===== src/rtl/cordic_angle_sequencer.sv =====
// Steps through circular (atan 2^-k) or hyperbolic (artanh 2^-k) elementary angles,
// one per accepted handshake; hyperbolic runs repeat shifts 4 and 13.
module cordic_angle_sequencer #(
  parameter int WORD_LENGTH    = 16,
  parameter int ADDRESS_LENGTH = 4,
  parameter int N_ITER         = 16
) (
  input  logic                      clk,
  input  logic                      rst,
  input  logic                      start,
  input  logic                      mode,
  input  logic                      ready,
  output logic                      valid,
  output logic [ADDRESS_LENGTH-1:0] shift,
  output logic [ADDRESS_LENGTH-1:0] step,
  output logic [WORD_LENGTH-1:0]    angle,
  output logic                      last,
  output logic                      busy,
  output logic                      done
);

  localparam logic [0:0] IDLE = 1'b0;
  localparam logic [0:0] RUN  = 1'b1;

  localparam int S = 32 - WORD_LENGTH;
  localparam logic [31:0] RND = (32'd1 << S) >> 1;
  localparam logic [ADDRESS_LENGTH-1:0] LAST_STEP = ADDRESS_LENGTH'(N_ITER - 1);
  localparam logic [ADDRESS_LENGTH-1:0] SHIFT_MAX = '1;

  // Master constants round(f(2^-k) * 2^30); beyond k=9 both reduce to 2^(30-k).
  function automatic logic [31:0] atan_m(input logic [4:0] k);
    case (k)
      5'd0:    atan_m = 32'd843314857;
      5'd1:    atan_m = 32'd497837829;
      5'd2:    atan_m = 32'd263043837;
      5'd3:    atan_m = 32'd133525159;
      5'd4:    atan_m = 32'd67021687;
      5'd5:    atan_m = 32'd33543516;
      5'd6:    atan_m = 32'd16775851;
      5'd7:    atan_m = 32'd8388437;
      5'd8:    atan_m = 32'd4194283;
      5'd9:    atan_m = 32'd2097149;
      5'd31:   atan_m = 32'd0;
      default: atan_m = 32'h4000_0000 >> k;
    endcase
  endfunction

  function automatic logic [31:0] atanh_m(input logic [4:0] k);
    case (k)
      5'd0:    atanh_m = 32'd0;
      5'd1:    atanh_m = 32'd589812981;
      5'd2:    atanh_m = 32'd274247419;
      5'd3:    atanh_m = 32'd134923406;
      5'd4:    atanh_m = 32'd67196451;
      5'd5:    atanh_m = 32'd33565361;
      5'd6:    atanh_m = 32'd16778582;
      5'd7:    atanh_m = 32'd8388779;
      5'd8:    atanh_m = 32'd4194325;
      5'd9:    atanh_m = 32'd2097155;
      5'd31:   atanh_m = 32'd1;
      default: atanh_m = 32'h4000_0000 >> k;
    endcase
  endfunction

  logic [0:0]                state_q, state_d;
  logic                      mode_q, mode_d;
  logic                      valid_q, valid_d;
  logic                      busy_q, busy_d;
  logic                      done_q, done_d;
  logic                      last_q, last_d;
  logic                      rep_q, rep_d;
  logic [ADDRESS_LENGTH-1:0] step_q, step_d;
  logic [ADDRESS_LENGTH-1:0] shift_q, shift_d;
  logic [WORD_LENGTH-1:0]    angle_q, angle_d;
  logic [4:0]                shift_w;
  logic [31:0]               m_sel;
  logic                      load;

  assign shift_w = 5'(shift_q);

  always_comb begin
    state_d = state_q;
    mode_d  = mode_q;
    valid_d = valid_q;
    busy_d  = busy_q;
    done_d  = 1'b0;
    last_d  = last_q;
    rep_d   = rep_q;
    step_d  = step_q;
    shift_d = shift_q;
    load    = 1'b0;
    case (state_q)
      IDLE: begin
        if (start) begin
          state_d = RUN;
          mode_d  = mode;
          valid_d = 1'b1;
          busy_d  = 1'b1;
          step_d  = '0;
          shift_d = mode ? ADDRESS_LENGTH'(1) : '0;
          rep_d   = 1'b0;
          last_d  = (LAST_STEP == '0);
          load    = 1'b1;
        end
      end
      default: begin
        if (valid_q && ready) begin
          if (step_q == LAST_STEP) begin
            state_d = IDLE;
            valid_d = 1'b0;
            last_d  = 1'b0;
            busy_d  = 1'b0;
            done_d  = 1'b1;
          end else begin
            step_d = step_q + 1'b1;
            last_d = (step_d == LAST_STEP);
            load   = 1'b1;
            if (!mode_q) begin
              shift_d = step_q + 1'b1;
            end else if (!rep_q && (shift_w == 5'd4 || shift_w == 5'd13)) begin
              // Hold the shift for one extra step so the hyperbolic run converges.
              rep_d = 1'b1;
            end else begin
              rep_d   = 1'b0;
              shift_d = (shift_q == SHIFT_MAX) ? SHIFT_MAX : shift_q + 1'b1;
            end
          end
        end
      end
    endcase
  end

  always_comb begin
    m_sel   = mode_d ? atanh_m(5'(shift_d)) : atan_m(5'(shift_d));
    angle_d = load ? WORD_LENGTH'((m_sel + RND) >> S) : angle_q;
  end

  always_ff @(posedge clk) begin
    if (rst) begin
      state_q <= IDLE;
      mode_q  <= 1'b0;
      valid_q <= 1'b0;
      busy_q  <= 1'b0;
      done_q  <= 1'b0;
      last_q  <= 1'b0;
      rep_q   <= 1'b0;
      step_q  <= '0;
      shift_q <= '0;
      angle_q <= '0;
    end else begin
      state_q <= state_d;
      mode_q  <= mode_d;
      valid_q <= valid_d;
      busy_q  <= busy_d;
      done_q  <= done_d;
      last_q  <= last_d;
      rep_q   <= rep_d;
      step_q  <= step_d;
      shift_q <= shift_d;
      angle_q <= angle_d;
    end
  end

  assign valid = valid_q;
  assign busy  = busy_q;
  assign done  = done_q;
  assign last  = last_q;
  assign step  = step_q;
  assign shift = shift_q;
  assign angle = angle_q;

endmodule


===== config.mk =====
export PLATFORM = sky130hd
export DESIGN_NAME = cordic_angle_sequencer
export DESIGN_NICKNAME = d
export VERILOG_FILES = /design/src/rtl/cordic_angle_sequencer.sv
export SDC_FILE = /design/constraint.sdc
export NUM_CORES = 1
export LEC_CHECK = 0
export CORE_MARGIN = 2
export CORE_UTILIZATION = 63
export DETAILED_ROUTE_END_ITERATION = 10
export DONT_BUFFER_PORTS = 1
export PLACE_DENSITY = 0.79
export SLEW_MARGIN = 20
export SYNTH_ARGS = -nofsm -noshare
export SYNTH_HDL_FRONTEND = slang
export SYNTH_SLANG_ARGS = --single-unit

===== constraint.sdc =====
create_clock -name clk -period 3.66 [get_ports clk]
set_clock_uncertainty 0.15 [all_clocks]
set_input_delay 0.732 -clock clk [delete_from_list [all_inputs] [get_ports clk]]
set_output_delay 0.732 -clock clk [all_outputs]
set_load 0.01 [all_outputs]

==> flow_summary.ini <==
[pwr]
power.switching_mw = 0.247
power.density_nw_per_um2 = 355
clkPwrFrac_pct = 24.4
power.share.sequential_pct = 50.0
comb_power_share_pct = 25.6
switching_share_pct = 33.2
power.internal_mw = 0.497
peakVddDrop_uv = 213
p_leak_nw = 0.825

[setup_path]
path_class = reg2reg
start_kind = flip-flop
critPathBufInv = 1
cp_top_family = compound AO/OA/AOI/OAI gates
crit_path_cell_trace = ha_1 > nand3_4 > nand3_2 > a311o_1 > nor3_4 > nand2b_1 > o21ai_0 > a22oi_1 > a31oi_1 > ha_2 > buf_4 > o31ai_1 > a211oi_1 > nor3_1
worstPathArrival_ns = 3.57
cpPeakStageDelay_ns = 0.42
crit_required_ns = 3.77
cp-end-kind = flip-flop
cp_slowest_cell = a311o_1
critPathMaxFanout = 7

[floorplan]
fp.dieW_um = 59.9
core_um2 = 3000
num_rows = 20
die_y_um = 59.9
die_area_um2 = 3590
initial_utilization_pct = 65.6
pin_count = 33

[global_routing]
grt_max_degree = 27
grt_pass1_vias = 1612
antenna_found_initial = 0
grt_use_total_pct = 26.4
overflow = 0
grt_pass1_wl_mm = 7.24

[drt]
ant_nets = 0
vias_per_cell = 6.59
post_drt_wl_per_cell_um = 16.3
via_count = 1938
firstDrtPassIters = 4
drt_iter0_drc = 124
wl_mm = 4.79
drcViolationCount = 0

[place]
port_buffers = 0
gp_congestion = 0.921
dp.cells = 283
pre_cts_ws_ns = 0.170
dp_hpwl_mm = 3.33

[clock_tree]
clockBufferDepth = 2
cts_sinks = 30
hold_buffers = 0
cts_buffers = 5
cts.clk_slew.worst_paths_ns = 0.10
clock-root-buffer = clkbuf_4
cts_tree = built
htreeDepth = 2
clkLatencyLatePin_ns = 0.32

[synthesis]
syn_inst = 257
post-synth-top-area-fraction_pct = 30.5
ys_types = 57
ys.flop_type = dfxtp_1
async_reset_ff_share_pct = 0
yosysTopAreaCell = dfxtp_1
synth_edf_count = 0
ys_seq_area_share_pct = 30.5
avgSynthCellArea_um2 = 7.67
synthTopCellsByArea = dfxtp_1 (30%), nor2_1 (7.4%), a21oi_1 (4.6%)
ys.warnings.count = 0
synth_area_um2 = 1970
synth.net_count = 268
synth-seq-cells = 30

[final_layout]
fillCellCount = 263
drive_gt1_share_pct = 16.1
synthToLayoutAreaGrowth_pct = 6.41
multi_input_area_um2 = 1250
antenna_cells = 0
post-route-util_pct = 69.8
stdcell_count = 294
final_common_cell = nor2_1
final_cell_mix = nor2_1 (39), dfxtp_1 (30), nand2_1 (22)
nets = 272
register_area_um2 = 601

[worst_hold_path]
hold_path_class = in2reg

[flow_run]
max_cap_viol_count = 0

[sta]
slew_violations = 0
relSlewSlack_pct = 72.0
layout_setup_ws_ns = 0.202
setup_viol = 0
fin_crit_sh_pct = 94.5
fin_worst_hold_slack_ns = 0.310
fmax_ghz = 0.289
hold_viol = 0
post-route-min-period_ns = 3.46
setup_tns_ns = 0
worst-slew-pin-transition_ns = 0.416

[status]
status = finished clean
## power by group through the flow
stage	sequential [mW]	clock [mW]	combinational (mW)
global placement	0.380	0	0.170
CTS	0.373	0.186	0.174
detailed placement	0.380	0	0.173
finish	0.372	0.181	0.191
floorplan	0.374	0	0.144
global route	0.375	0.202	0.209
## layout make-up
class                   count  share of cell area [%]
clock buffers               5                    1.79
clock inverters             2                   0.477
inverters                   6                    1.07
multi-input cells         200                    59.6
flip-flops and latches     30                    28.6
well taps                  33                    1.97
repair buffers             18                    6.44
## state kept, by name, indices dropped and copies added, names as in the netlist
name	flops
done	1
angle	16
last	1
step	4
mode_q	1
rep_q	1
shift	4
state_q	1
busy	1
## synth_stat cells, types with 2 or more instances
master / number
nor2_1: 39
dfxtp_1: 30
nand2_1: 22
a21oi_1: 18
o21ai_0: 13
nor3_1: 11
clkbuf_1: 9
a31oi_1: 8
buf_2: 7
and3_1: 6
ha_1: 6
inv_1: 6
buf_4: 5
nand2b_1: 5
nand3_1: 5
a211oi_1: 4
a22oi_1: 4
or3_1: 4
a32oi_1: 3
mux2i_1: 3
o21ai_1: 3
o22ai_1: 3
a311oi_1: 2
nand2b_4: 2
nand3_2: 2
nor4_1: 2
o2bb2ai_1: 2
o31ai_1: 2
xnor2_1: 2
xor2_1: 2
## layer usage
layer / GRT usage, % / vias up / share of wire, % / routed length (µm)
met3: 6.71 / 20 / 6.4 / 307
met5: 0 / - / 0 / 0
met4: 10.5 / 0 / 2.8 / 136
met1: 34.3 / 898 / 44 / 2120
met2: 41.8 / 83 / 46 / 2230
li1: - / 937 / - / -
## path summary, 6_finish.rpt
check	slack, ns	from	to	cells past startpoint
setup / recovery	0.20	step[0]$_SDFFE_PP0P_	angle[5]$_SDFFE_PP0P_	14
hold / removal	0.31	rst	busy$_SDFFE_PP0P_	1
setup reg to reg	0.20	step[0]$_SDFFE_PP0P_	angle[5]$_SDFFE_PP0P_	14
hold reg to reg	0.35	angle[0]$_SDFFE_PP0P_	angle[0]$_SDFFE_PP0P_	2
## per-stage QoR
stage	power (mW)	instance area (µm²)
final	0.745	2100
after global routing	0.786	2100
after CTS	0.733	2060
after detailed placement	0.553	2010
after global placement	0.550	2010
after floorplan	0.518	1970
## what timing repair did
action | in CTS | in global routing
resized for setup | 0 | 2
setup endpoints to repair | 0 | 5
buffers inserted | 0 | 4
## cell families after synthesis
| group | after synthesis | share of synthesized area (%) |
|---|---|---|
| compound gates | 78 | 26.9 |
| xor+xnor | 4 | 1.78 |
| fa+ha+maj | 6 | 3.81 |
| buf+inv | 27 | 6.54 |
| flops | 30 | 30.5 |
| mux | 5 | 2.86 |
| simple gates | 107 | 27.7 |
## worst register-to-register path, delay by kind of cell, from the launching register on
kind                     cells  cell delay (ns)
AO/OA/AOI/OAI                6             1.22
AND/OR/NAND/NOR              5             0.95
adder cells (fa/ha/maj)      2             0.54
flip-flops                   1             0.39
buffers and inverters        1             0.14
(Power assumes the default switching activity.)
